===== src/rtl/alu_issue_arbiter.sv =====
// -----------------------------------------------------------------------------
// alu_issue_arbiter
//
// Shares one combinational WIDTH-bit ALU between two requesters (lane 0 and
// lane 1). A round-robin arbiter picks one request while idle. The winning
// opcode and operands are registered onto the ALU inputs and held there for an
// opcode-dependent number of cycles, so a slow multiply or divide path can
// settle under multicycle timing. The ALU results are then captured and
// returned with the issuing lane's tag over a valid/ready response channel.
//
// Ports
//   clk, rst_n                 rising-edge clock, asynchronous active-low reset
//   reqN_valid/op/a/b (N=0,1)  request from lane N, held until reqN_ready
//   reqN_ready                 lane N is accepted on this edge (combinational)
//   alu_a/alu_b/alu_op         registered operands and opcode driving the ALU
//   alu_out/alu_r/alu_sign     ALU result, remainder/product-high, sign flag
//   rsp_valid/rsp_ready        response handshake
//   rsp_id                     lane that issued the returned result
//   rsp_out/rsp_r/rsp_sign     captured ALU results
//   rsp_err                    divide-by-zero indication
//   busy                       an operation is executing or awaiting pickup
// -----------------------------------------------------------------------------
module alu_issue_arbiter #(
    parameter int WIDTH   = 16,
    parameter int MUL_LAT = 3,
    parameter int DIV_LAT = 8
) (
    input  logic             clk,
    input  logic             rst_n,

    input  logic             req0_valid,
    output logic             req0_ready,
    input  logic [2:0]       req0_op,
    input  logic [WIDTH-1:0] req0_a,
    input  logic [WIDTH-1:0] req0_b,

    input  logic             req1_valid,
    output logic             req1_ready,
    input  logic [2:0]       req1_op,
    input  logic [WIDTH-1:0] req1_a,
    input  logic [WIDTH-1:0] req1_b,

    output logic [WIDTH-1:0] alu_a,
    output logic [WIDTH-1:0] alu_b,
    output logic [2:0]       alu_op,
    input  logic [WIDTH-1:0] alu_out,
    input  logic [WIDTH-1:0] alu_r,
    input  logic             alu_sign,

    output logic             rsp_valid,
    input  logic             rsp_ready,
    output logic             rsp_id,
    output logic [WIDTH-1:0] rsp_out,
    output logic [WIDTH-1:0] rsp_r,
    output logic             rsp_sign,
    output logic             rsp_err,
    output logic             busy
);

    // The counter only has to reach the longest latency minus one.
    localparam int LAT_MAX = (MUL_LAT > DIV_LAT) ? MUL_LAT : DIV_LAT;
    localparam int CNT_W   = (LAT_MAX > 1) ? $clog2(LAT_MAX) : 1;

    localparam logic [2:0]       OP_MUL  = 3'b010;
    localparam logic [2:0]       OP_DIV  = 3'b011;
    localparam logic [CNT_W-1:0] CNT_ONE = CNT_W'(1);

    typedef enum logic [1:0] {
        ST_IDLE = 2'd0,
        ST_EXEC = 2'd1,
        ST_DONE = 2'd2
    } state_e;

    // Remaining edges after the accept edge before the result is captured.
    // A divide by zero never uses the ALU, so it finishes after one edge.
    function automatic logic [CNT_W-1:0] lat_minus_one(
        input logic [2:0] op,
        input logic       div_zero
    );
        logic [CNT_W-1:0] cnt;
        case (op)
            OP_MUL:  cnt = CNT_W'(MUL_LAT - 1);
            OP_DIV: begin
                if (div_zero) begin
                    cnt = '0;
                end else begin
                    cnt = CNT_W'(DIV_LAT - 1);
                end
            end
            default: cnt = '0;
        endcase
        return cnt;
    endfunction

    // Registered state
    state_e           state_q,      state_d;
    logic [CNT_W-1:0] cnt_q,        cnt_d;
    logic             last_grant_q, last_grant_d;
    logic             div0_q,       div0_d;
    logic [WIDTH-1:0] alu_a_q,      alu_a_d;
    logic [WIDTH-1:0] alu_b_q,      alu_b_d;
    logic [2:0]       alu_op_q,     alu_op_d;
    logic             rsp_valid_q,  rsp_valid_d;
    logic             rsp_id_q,     rsp_id_d;
    logic [WIDTH-1:0] rsp_out_q,    rsp_out_d;
    logic [WIDTH-1:0] rsp_r_q,      rsp_r_d;
    logic             rsp_sign_q,   rsp_sign_d;
    logic             rsp_err_q,    rsp_err_d;
    logic             busy_q,       busy_d;

    // Arbitration results
    logic             grant_valid_s;
    logic             grant_lane_s;
    logic [2:0]       sel_op_s;
    logic [WIDTH-1:0] sel_a_s;
    logic [WIDTH-1:0] sel_b_s;
    logic             sel_div0_s;

    // Round-robin grant: on a tie the lane that did not win last time goes.
    always_comb begin
        grant_valid_s = 1'b0;
        grant_lane_s  = 1'b0;
        if (req0_valid && req1_valid) begin
            grant_valid_s = 1'b1;
            grant_lane_s  = ~last_grant_q;
        end else if (req0_valid) begin
            grant_valid_s = 1'b1;
            grant_lane_s  = 1'b0;
        end else if (req1_valid) begin
            grant_valid_s = 1'b1;
            grant_lane_s  = 1'b1;
        end else begin
            grant_valid_s = 1'b0;
            grant_lane_s  = 1'b0;
        end
    end

    // Operand mux for the granted lane plus divide-by-zero detection.
    always_comb begin
        sel_op_s = 3'b000;
        sel_a_s  = '0;
        sel_b_s  = '0;
        if (grant_lane_s) begin
            sel_op_s = req1_op;
            sel_a_s  = req1_a;
            sel_b_s  = req1_b;
        end else begin
            sel_op_s = req0_op;
            sel_a_s  = req0_a;
            sel_b_s  = req0_b;
        end
        sel_div0_s = (sel_op_s == OP_DIV) && (sel_b_s == '0);
    end

    // Ready is only offered in IDLE, and only to the granted lane.
    always_comb begin
        req0_ready = (state_q == ST_IDLE) && grant_valid_s && (grant_lane_s == 1'b0);
        req1_ready = (state_q == ST_IDLE) && grant_valid_s && (grant_lane_s == 1'b1);
    end

    // Next-state logic for the IDLE -> EXEC -> DONE sequence.
    always_comb begin
        state_d      = state_q;
        cnt_d        = cnt_q;
        last_grant_d = last_grant_q;
        div0_d       = div0_q;
        alu_a_d      = alu_a_q;
        alu_b_d      = alu_b_q;
        alu_op_d     = alu_op_q;
        rsp_valid_d  = rsp_valid_q;
        rsp_id_d     = rsp_id_q;
        rsp_out_d    = rsp_out_q;
        rsp_r_d      = rsp_r_q;
        rsp_sign_d   = rsp_sign_q;
        rsp_err_d    = rsp_err_q;

        case (state_q)
            ST_IDLE: begin
                if (grant_valid_s) begin
                    alu_op_d     = sel_op_s;
                    alu_a_d      = sel_a_s;
                    alu_b_d      = sel_b_s;
                    last_grant_d = grant_lane_s;
                    rsp_id_d     = grant_lane_s;
                    div0_d       = sel_div0_s;
                    cnt_d        = lat_minus_one(sel_op_s, sel_div0_s);
                    state_d      = ST_EXEC;
                end else begin
                    state_d = ST_IDLE;
                end
            end

            ST_EXEC: begin
                if (cnt_q == '0) begin
                    if (div0_q) begin
                        // The ALU result is meaningless here; report a fixed code.
                        rsp_out_d  = {WIDTH{1'b1}};
                        rsp_r_d    = alu_a_q;
                        rsp_sign_d = 1'b0;
                        rsp_err_d  = 1'b1;
                    end else begin
                        rsp_out_d  = alu_out;
                        rsp_r_d    = alu_r;
                        rsp_sign_d = alu_sign;
                        rsp_err_d  = 1'b0;
                    end
                    rsp_valid_d = 1'b1;
                    state_d     = ST_DONE;
                end else begin
                    cnt_d   = cnt_q - CNT_ONE;
                    state_d = ST_EXEC;
                end
            end

            ST_DONE: begin
                // Pending requests wait until IDLE even if rsp_ready is high.
                if (rsp_ready) begin
                    rsp_valid_d = 1'b0;
                    state_d     = ST_IDLE;
                end else begin
                    state_d = ST_DONE;
                end
            end

            default: begin
                rsp_valid_d = 1'b0;
                state_d     = ST_IDLE;
            end
        endcase

        busy_d = (state_d != ST_IDLE);
    end

    // State and output registers; reset drops any operation in flight.
    always_ff @(posedge clk or negedge rst_n) begin
        if (!rst_n) begin
            state_q      <= ST_IDLE;
            cnt_q        <= '0;
            last_grant_q <= 1'b1;
            div0_q       <= 1'b0;
            alu_a_q      <= '0;
            alu_b_q      <= '0;
            alu_op_q     <= 3'b000;
            rsp_valid_q  <= 1'b0;
            rsp_id_q     <= 1'b0;
            rsp_out_q    <= '0;
            rsp_r_q      <= '0;
            rsp_sign_q   <= 1'b0;
            rsp_err_q    <= 1'b0;
            busy_q       <= 1'b0;
        end else begin
            state_q      <= state_d;
            cnt_q        <= cnt_d;
            last_grant_q <= last_grant_d;
            div0_q       <= div0_d;
            alu_a_q      <= alu_a_d;
            alu_b_q      <= alu_b_d;
            alu_op_q     <= alu_op_d;
            rsp_valid_q  <= rsp_valid_d;
            rsp_id_q     <= rsp_id_d;
            rsp_out_q    <= rsp_out_d;
            rsp_r_q      <= rsp_r_d;
            rsp_sign_q   <= rsp_sign_d;
            rsp_err_q    <= rsp_err_d;
            busy_q       <= busy_d;
        end
    end

    assign alu_a     = alu_a_q;
    assign alu_b     = alu_b_q;
    assign alu_op    = alu_op_q;
    assign rsp_valid = rsp_valid_q;
    assign rsp_id    = rsp_id_q;
    assign rsp_out   = rsp_out_q;
    assign rsp_r     = rsp_r_q;
    assign rsp_sign  = rsp_sign_q;
    assign rsp_err   = rsp_err_q;
    assign busy      = busy_q;

endmodule


===== config.mk =====
export PLATFORM = sky130hd
export DESIGN_NAME = alu_issue_arbiter
export DESIGN_NICKNAME = d
export VERILOG_FILES = /design/src/rtl/alu_issue_arbiter.sv
export SDC_FILE = /design/constraint.sdc
export NUM_CORES = 1
export LEC_CHECK = 0
export CAP_MARGIN = 20
export CORE_UTILIZATION = 35
export CTS_BUF_LIST = sky130_fd_sc_hd__clkbuf_8 sky130_fd_sc_hd__clkbuf_16
export DETAILED_ROUTE_END_ITERATION = 10
export PLACE_DENSITY_LB_ADDON = 0.1
export SKIP_LAST_GASP = 1
export SYNTH_ARGS = -nofsm -noshare
export SYNTH_HDL_FRONTEND = slang
export SYNTH_SLANG_ARGS = --single-unit
export TNS_END_PERCENT = 10

===== constraint.sdc =====
create_clock -name clk -period 1.7 [get_ports clk]
set_clock_uncertainty 0.05 [all_clocks]
set_input_delay 0.17 -clock clk [delete_from_list [all_inputs] [get_ports clk]]
set_output_delay 0.17 -clock clk [all_outputs]
set_load 0.005 [all_outputs]

==> results_tabular.tex, run 1 <==
\begin{tabular}{lr}
\hline
Metric & Value \\
\hline
\multicolumn{2}{l}{\textbf{Run status}} \\
\quad Result of the run & complete, but fails checks \\
\quad Failing checks & negative setup slack \\
\multicolumn{2}{l}{\textbf{Clock tree}} \\
\quad Sink count of the clock tree & between 70 and 80 \\
\quad Total clock buffers created by CTS & 9 \\
\quad CTS clk-pin slew, worst paths & roughly 0.080 ns \\
\quad CTS root buffer & sky130\_fd\_sc\_hd\_\_clkbuf\_8 \\
\quad Htree depth & 3 \\
\quad Latest clock arrival within the worst-skew pair & $\sim$0.34 ns \\
\quad TritonCTS clock tree & built \\
\quad Maximum clock path buffer count & 2 \\
\multicolumn{2}{l}{\textbf{Worst setup path}} \\
\quad Dominant cell type by count on the critical path & sky130\_fd\_sc\_hd\_\_or3\_4 \\
\quad Required time reported for the critical path endpoint & a little under 2 ns \\
\quad Critical Path Slowest Stage Cell & sky130\_fd\_sc\_hd\_\_or3\_4 \\
\quad Crit Path Max Fanout & 3 \\
\quad Kind of capture point of the worst setup path & register \\
\quad CP top delay family & simple AND/OR/NAND/NOR gates \\
\quad Startpoint kind of the worst setup timing path & register \\
\quad Crit path arrival time & between 1.5 and 2 ns \\
\quad Delay of the slowest cell on the worst path & $\sim$0.42 ns \\
\quad Critical Path, Cell by Cell & or3\_4 > buf\_6 > or3\_4 > o2bb2ai\_4 > a211o\_1 \\
\quad Number of cells on the worst reg-to-reg path & 5 \\
\quad Buf+Inv Stages, Crit Path & 1 \\
\quad CP Depth & 5 \\
\quad Type of the worst setup path & reg -> reg \\
\multicolumn{2}{l}{\textbf{Timing}} \\
\quad Period Utilization, post-route & 100\% \\
\quad Worst slew margin relative to its limit & about 69\% \\
\quad Number of setup violations in the final report & 3 \\
\quad Top achievable clock speed & roughly 590 MHz \\
\quad Slew Limit Fails & 0 \\
\quad Hold violation total from the final report & 0 \\
\quad Setup repair after global routing missed its margin & true \\
\quad Worst hold slack across all endpoints & 0.121 ns \\
\quad Minimum period implied by the final worst setup slack & between 1.5 and 2 ns \\
\quad Setup ws final & -0.00652 ns \\
\quad Slew at the pin closest to its max-slew limit & 0.466 ns \\
\multicolumn{2}{l}{\textbf{Die}} \\
\quad Number of cell rows & 36 \\
\quad Number of top-level pins & approximately 180 \\
\quad Area of the die & approximately 0.011 sq mm \\
\quad Overall die height & between 100 and 150 um \\
\quad Initial core utilization & between 30\% and 40\% \\
\quad Area of the core region & 0.00991 sq mm \\
\quad Die span in x & approximately 100 um \\
\multicolumn{2}{l}{\textbf{Logic synthesis}} \\
\quad Post-synthesis share of cell area spent on xor and xnor gates & 0\% \\
\quad Combined area of all synthesized cells & $\sim$0.0036 sq mm \\
\quad Synthesized netlist cell count & $\sim$370 \\
\quad Number of library cell types mapped by synthesis & 31 \\
\quad Synth Area in Simple Gates & a little over an eighth \\
\quad Per-instance average area after synthesis & 9.94 sq um \\
\quad Portion of netlist area occupied by mux cells & about 14\% \\
\quad Compound-cell area share of the yosys netlist & a little over an eighth \\
\quad Sequential cell area fraction in the yosys report & a little over half \\
\quad Post-synthesis sequential element count & $\sim$80 \\
\quad Combinational family with the most area after synthesis & multiplexers \\
\quad Adder-cell area share of the yosys netlist & less than 1\% \\
\quad Post-Syn Nets & roughly 480 \\
\quad YS warnings & 0 \\
\multicolumn{2}{l}{\textbf{GRT}} \\
\quad Vias in the first global route & approximately 3,400 \\
\quad All-Layer GR Usage & a little under a fifth \\
\quad Largest net degree at the start of global routing & 67 \\
\quad First-pass GRT wire length & 16.6 mm \\
\quad Antenna violations before repair & 0 \\
\quad GRT overflow & 0 \\
\multicolumn{2}{l}{\textbf{Power}} \\
\quad Proportion of total power due to net switching & 33.3\% \\
\quad Internal power consumption & roughly 5.9 mW \\
\quad Maximum VDD drop & 1010 uV \\
\quad Leakage power figure & between 2 and 3 nW \\
\quad Net Sw Power & 2.92 mW \\
\quad Register share of total power & 37.6\% \\
\quad Combinational share of power & between 40\% and 50\% \\
\quad Overall power & between 8 and 9 mW \\
\quad Clock power frac & between 10 and 15\% \\
\quad Power density over the cells & around 1500 mW/mm\^{}2 \\
\multicolumn{2}{l}{\textbf{Detailed routing}} \\
\quad Wire per inst & 14.2 um \\
\quad Via count & $\sim$3,200 \\
\quad Remaining DRCs & 0 \\
\quad Number of DRC violations after detailed-routing iteration 0 & 100 \\
\quad Via/cell ratio & about 4.7 \\
\quad ANT nets after route & 0 \\
\quad Total length of routed wires & 9.89 mm \\
\quad Length of the first detailed-routing pass in iterations & 4 \\
\multicolumn{2}{l}{\textbf{Flow run}} \\
\quad Max-Cap Viols & 0 \\
\multicolumn{2}{l}{\textbf{Finish}} \\
\quad Most common library cell in the layout ignoring fill and taps & sky130\_fd\_sc\_hd\_\_clkdlybuf4s50\_1 \\
\quad Leading cell types in the layout, fill and taps excluded & sky130\_fd\_sc\_hd\_\_clkdlybuf4s50\_1, sky130\_fd\_sc\_hd\_\_dfrtp\_1, sky130\_fd\_sc\_hd\_\_nand2\_1, sky130\_fd\_sc\_hd\_\_o21ai\_0, sky130\_fd\_sc\_hd\_\_mux2i\_1 \\
\quad Layout Area Growth over Synthesis & 64.0\% \\
\quad Final nets & around 670 \\
\quad Antenna diodes & 0 \\
\quad Proportion of layout cells with a drive suffix above 1 & under 10\% \\
\multicolumn{2}{l}{\textbf{Placed design}} \\
\quad Number of port buffers & 181 \\
\quad DPL Wire Length & around 7.5 mm \\
\quad Final weighted congestion in routability-driven placement & roughly 0.8 \\
\multicolumn{2}{l}{\textbf{Min path}} \\
\quad Worst min-delay path category & in -> async \\
\hline
\end{tabular}
synth_stat cells, drive strengths merged:
cell type	instances	area, sq um
a221o	1	10.0
a21oi	3	15.0
buf	8	51.3
dfrtp	78	1950
nor3	2	10.0
a21bo	1	10.0
clkbuf	17	63.8
a21boi	1	7.51
nand2b	4	25.0
inv	6	22.5
nand4	1	6.26
o221ai	1	8.76
nor2	21	78.8
a211o	2	17.5
or3	2	22.5
nand3	1	5.00
o22ai	1	6.26
nor4	11	68.8
dfstp	1	26.3
o2bb2ai	1	15.0
a31oi	1	6.26
a2bb2oi	1	8.76
ha	2	25.0
mux2	1	11.3
mux2i	51	510
o31ai	2	15.0
nand2	74	278
a21o	3	22.5
o21ai	68	340
metrics by stage:
step           utilization [%]  setup WS (ns)  TNS, ns  instance area (sq um)  std cells
6_report                  60.2       -0.00652  -0.0125                   5970        694
2_1_floorplan                -        -0.0436   -0.949                   3640        366
3_5_place_dp              57.4         -0.338    -5.19                   5690        675
5_1_grt                   60.2        -0.0583   -0.672                   5970        694
4_1_cts                   60.1        -0.0147  -0.0353                   5950        694
3_3_place_gp              57.4         -0.296    -4.53                   5690        675
kinds of logic (layout without fill, tap and decap cells):
group	count (synthesis)	in the layout
compound gates	86	86
fa+ha+maj	2	2
buf+inv	31	226
flops	79	79
mux	52	52
simple gates	116	116
layout make-up:
type / instances / area, sq um
clock buffer: 11 / 151
clock inverter: 5 / 32.5
fill: 899 / 3940
inverter: 6 / 22.5
multi-input combinational: 256 / 1580
sequential: 79 / 1980
tap: 133 / 166
timing repair buffer: 204 / 2040
power groups by stage:
stage                     Combinational [mW]  Clock (mW)  Sequential [mW]
after floorplan                         1.60           0             3.37
after global placement                  4.07           0             3.30
after detailed placement                4.14           0             3.34
after CTS                               4.25        1.32             3.32
after global routing                    4.71        1.39             3.43
final                                   4.22        1.26             3.30
layer usage:
metal / vias up / GRT usage (%) / wire length [um]
met5: - / 0 / 0
met3: 11 / 4.39 / 588
li1: 1642 / - / -
met2: 108 / 32.0 / 4720
met4: 0 / 6.12 / 125
met1: 1488 / 24.3 / 4450
state kept, by name, indices dropped and copies added (netlist names):
name / flops
alu_a: 16
alu_b: 16
alu_op: 3
busy: 1
cnt_q: 3
div0_q: 1
last_grant_q: 1
rsp_err: 1
rsp_id: 1
rsp_out: 16
rsp_r: 16
rsp_sign: 1
rsp_valid: 1
state_q: 2
final timing paths:
kind / from / end / slack [ns]
min in group clk: alu_out[2] / rsp_out[2] / 0.36
max in group asynchronous: rst_n / last_grant_q / 0.88
max reg2reg: state_q[1] / cnt_q[2] / -0.007
max: state_q[1] / cnt_q[2] / -0.007
min: rst_n / rsp_r[2] / 0.12
min reg2reg: rsp_r[11] / rsp_r[11] / 0.43
repair_timing:
action                                  in CTS  in global routing
cloned                                       0                  0
buffers inserted                             2                  0
hold endpoints to repair                    78                  0
pin swaps                                    4                  0
hold buffers                                 1                  0
gates resized for setup                     18                  6
endpoints found under the setup margin       5                 51
Power figures use the tool's default switching activity.
==> run 2: changes to the inputs <==
--- a/config.mk
+++ b/config.mk
@@ -6,6 +6,7 @@
 export NUM_CORES = 1
 export LEC_CHECK = 0
 export CAP_MARGIN = 20
+export CORE_ASPECT_RATIO = 1.5
 export CORE_UTILIZATION = 35
 export CTS_BUF_LIST = sky130_fd_sc_hd__clkbuf_8 sky130_fd_sc_hd__clkbuf_16
 export DETAILED_ROUTE_END_ITERATION = 10
==> run 2 against run 1 <==
Against the previous run: the run still ends with negative setup slack left; first-iteration DRC count shrank 5.0%; utilization grew 1.2 points; count of clock-buffer cells in the layout shrank 1; clock power grew 76%; critical path type unchanged; critical endpoint unchanged; largest cell class unchanged.
==> results_tabular.tex, run 2 (synthesis results as in run 1) <==
\begin{tabular}{lr}
\hline
Metric & Value \\
\hline
\multicolumn{2}{l}{\textbf{Finish}} \\
\quad Leading cell types in the layout, fill and taps excluded & sky130\_fd\_sc\_hd\_\_clkdlybuf4s50\_1, sky130\_fd\_sc\_hd\_\_dfrtp\_1, sky130\_fd\_sc\_hd\_\_nand2\_1, sky130\_fd\_sc\_hd\_\_o21ai\_0, sky130\_fd\_sc\_hd\_\_mux2i\_1 (unchanged) \\
\quad Number of standard cells in the layout, taps in and fillers out & 693 (was 694) \\
\quad Final Util & 61.4\% (was 60.2\%) \\
\quad Layout Area Growth over Synthesis & 71.0\% (was 64.0\%) \\
\quad Final nets & 681 (was 666) \\
\quad Proportion of layout cells with a drive suffix above 1 & 11.5\% (was 9.80\%) \\
\quad Antenna diodes & 0 (unchanged) \\
\quad Most common library cell in the layout ignoring fill and taps & sky130\_fd\_sc\_hd\_\_clkdlybuf4s50\_1 (unchanged) \\
\quad Area of all placed cells without fillers & 0.00622 sq mm (was 0.00597 sq mm) \\
\multicolumn{2}{l}{\textbf{Timing}} \\
\quad Hold violation total from the final report & 0 (unchanged) \\
\quad Top achievable clock speed & 569 MHz (was 586 MHz) \\
\quad Slew Limit Fails & 0 (unchanged) \\
\quad Setup ws final & -0.0589 ns (was -0.00652 ns) \\
\quad Worst hold slack across all endpoints & 0.255 ns (was 0.121 ns) \\
\quad Worst slew margin relative to its limit & 74.6\% (was 68.7\%) \\
\quad Period Utilization, post-route & 103\% (was 100\%) \\
\quad Setup repair after global routing missed its margin & true (unchanged) \\
\quad Number of setup violations in the final report & 4 (was 3) \\
\quad Slew at the pin closest to its max-slew limit & 0.382 ns (was 0.466 ns) \\
\quad Minimum period implied by the final worst setup slack & 1.76 ns (was 1.71 ns) \\
\multicolumn{2}{l}{\textbf{Placed design}} \\
\quad DPL Wire Length & 7.84 mm (was 7.53 mm) \\
\quad Number of port buffers & 181 (unchanged) \\
\quad Cell area after placement & 0.00578 sq mm (was 0.00569 sq mm) \\
\quad Final weighted congestion in routability-driven placement & 0.770 (was 0.811) \\
\quad Number of placed instances, taps included & 671 (was 675) \\
\multicolumn{2}{l}{\textbf{GRT}} \\
\quad All-Layer GR Usage & 19.9\% (was 19.1\%) \\
\quad GRT overflow & 0 (unchanged) \\
\quad First-pass GRT wire length & 16.6 mm (about the same) \\
\quad Antenna violations before repair & 0 (unchanged) \\
\quad Vias in the first global route & 3,483 (was 3,387) \\
\quad Largest net degree at the start of global routing & 48 (was 67) \\
\multicolumn{2}{l}{\textbf{Worst setup path}} \\
\quad Kind of capture point of the worst setup path & register (unchanged) \\
\quad Setup crit start & state\_q[1] (unchanged) \\
\quad Number of cells on the worst reg-to-reg path & 5 (unchanged) \\
\quad Buf+Inv Stages, Crit Path & 1 (unchanged) \\
\quad Critical Path Sink & cnt\_q[2] (unchanged) \\
\quad Crit path arrival time & 1.98 ns (was 1.93 ns) \\
\quad Beginning of the worst register-to-register path & state\_q[1] (unchanged) \\
\quad Delay of the slowest cell on the worst path & 0.44 ns (was 0.42 ns) \\
\quad Startpoint kind of the worst setup timing path & register (unchanged) \\
\quad Critical Path, Cell by Cell & or3\_4 > buf\_6 > or3\_4 > o2bb2ai\_4 > a211o\_1 (unchanged) \\
\quad Reg2Reg Setup Slack & -0.06 ns (was -0.007 ns) \\
\quad Required time reported for the critical path endpoint & 1.92 ns (was 1.93 ns) \\
\quad Dominant cell type by count on the critical path & sky130\_fd\_sc\_hd\_\_or3\_4 (unchanged) \\
\quad Critical Path Slowest Stage Cell & sky130\_fd\_sc\_hd\_\_or3\_4 (unchanged) \\
\quad Worst r2r dst & cnt\_q[2] (unchanged) \\
\quad Crit Path Max Fanout & 4 (was 3) \\
\quad Type of the worst setup path & reg -> reg (unchanged) \\
\quad CP top delay family & simple AND/OR/NAND/NOR gates (unchanged) \\
\quad CP Depth & 5 (unchanged) \\
\multicolumn{2}{l}{\textbf{Clock tree}} \\
\quad Maximum clock path buffer count & 2 (unchanged) \\
\quad CTS clk-pin slew, worst paths & 0.06 ns (was 0.08 ns) \\
\quad Sink count of the clock tree & 79 (unchanged) \\
\quad CTS root buffer & sky130\_fd\_sc\_hd\_\_clkbuf\_16 (was sky130\_fd\_sc\_hd\_\_clkbuf\_8) \\
\quad Total clock buffers created by CTS & 9 (unchanged) \\
\quad TritonCTS clock tree & built (unchanged) \\
\quad Htree depth & 3 (unchanged) \\
\quad Latest clock arrival within the worst-skew pair & 0.33 ns (was 0.34 ns) \\
\multicolumn{2}{l}{\textbf{Die}} \\
\quad Die span in x & 85.3 um (was 104 um) \\
\quad Initial core utilization & 35.9\% (was 36.7\%) \\
\quad Overall die height & 127 um (was 104 um) \\
\quad Area of the die & 0.0108 sq mm (about the same) \\
\quad Area of the core region & 0.0101 sq mm (was 0.00991 sq mm) \\
\quad Number of cell rows & 45 (was 36) \\
\quad Number of top-level pins & 182 (unchanged) \\
\multicolumn{2}{l}{\textbf{Power}} \\
\quad Maximum VDD drop & 900 uV (was 1010 uV) \\
\quad Power density over the cells & 1590 mW/mm\^{}2 (was 1470 mW/mm\^{}2) \\
\quad Overall power & 9.91 mW (was 8.78 mW) \\
\quad Leakage power figure & 2.79 nW (was 2.64 nW) \\
\multicolumn{2}{l}{\textbf{Detailed routing}} \\
\quad Wire per inst & 15.0 um (was 14.2 um) \\
\quad Remaining DRCs & 0 (unchanged) \\
\quad Via/cell ratio & 4.87 (was 4.68) \\
\quad Total length of routed wires & 10.4 mm (was 9.89 mm) \\
\quad Number of DRC violations after detailed-routing iteration 0 & 95 (was 100) \\
\quad Via count & 3,378 (was 3,249) \\
\quad Length of the first detailed-routing pass in iterations & 4 (unchanged) \\
\quad ANT nets after route & 0 (unchanged) \\
\multicolumn{2}{l}{\textbf{Flow run}} \\
\quad Max-Cap Viols & 0 (unchanged) \\
\multicolumn{2}{l}{\textbf{Min path}} \\
\quad Worst min-delay path category & in -> async (unchanged) \\
\multicolumn{2}{l}{\textbf{Run status}} \\
\quad Result of the run & complete, but fails checks (unchanged) \\
\quad Failing checks & negative setup slack (unchanged) \\
\hline
\end{tabular}
[run 2: cell types whose count changed in the layout (fill, tap and decap cells not counted), sizes merged]
cell	previous run	this run
clkbuf	11	10
clkinvlp	3	1
buf	24	39
bufinv	0	3
[run 2: how the worst min path moves through the flow]
stage | start | to | slack (ns) | cells after the start
3_3_place_gp | rst_n | rsp_r[7] | 0.07 | 1
6_report | rst_n | alu_b[0] | 0.26 | 2
5_1_grt | rst_n | rsp_r[13] | 0.29 | 2
3_5_place_dp | rst_n | rsp_r[7] | 0.08 | 1
4_1_cts | rst_n | rsp_r[13] | 0.26 | 2
2_1_floorplan | rst_n | alu_a[0] | -0.18 | 0
[run 2: stage by stage]
| step | TNS, ns | setup slack (ns) |
|---|---|---|
| floorplan | -0.949 | -0.0436 |
| global placement | -4.21 | -0.296 |
| detailed placement | -4.92 | -0.314 |
| CTS | -0.0619 | -0.0253 |
| global route | -1.08 | -0.0921 |
| finish | -0.131 | -0.0589 |
[run 2: layer usage]
layer	global-route usage, %	vias up	part of all wire [%]
met5	0	-	0
li1	-	1682	-
met4	10.8	0	2.6
met2	36.0	118	53
met3	3.06	17	4.7
met1	22.1	1561	40
[run 2: power by group]
group	switching (mW)	leakage [nW]	internal, mW
sequential	0.523	0.973	2.80
clock	0.749	0.168	1.47
combinational	1.80	1.65	2.57
total	3.07	2.79	6.84
[run 2: repair_timing]
action,4_1_cts,5_1_grt
pin swaps,2,0
resized for setup,17,1
setup endpoints to repair,4,36
buffers inserted,3,2
endpoints found under the hold margin,23,0
hold buffers,1,0
[run 2: area by class of cell]
type                       instances  area [sq um]
inverter                           6          22.5
fill                             885          3910
clock buffer                      10           239
timing repair buffer             219          2160
tap                              117           146
multi-input combinational        256          1570
sequential                        79          1980
clock inverter                     6           108
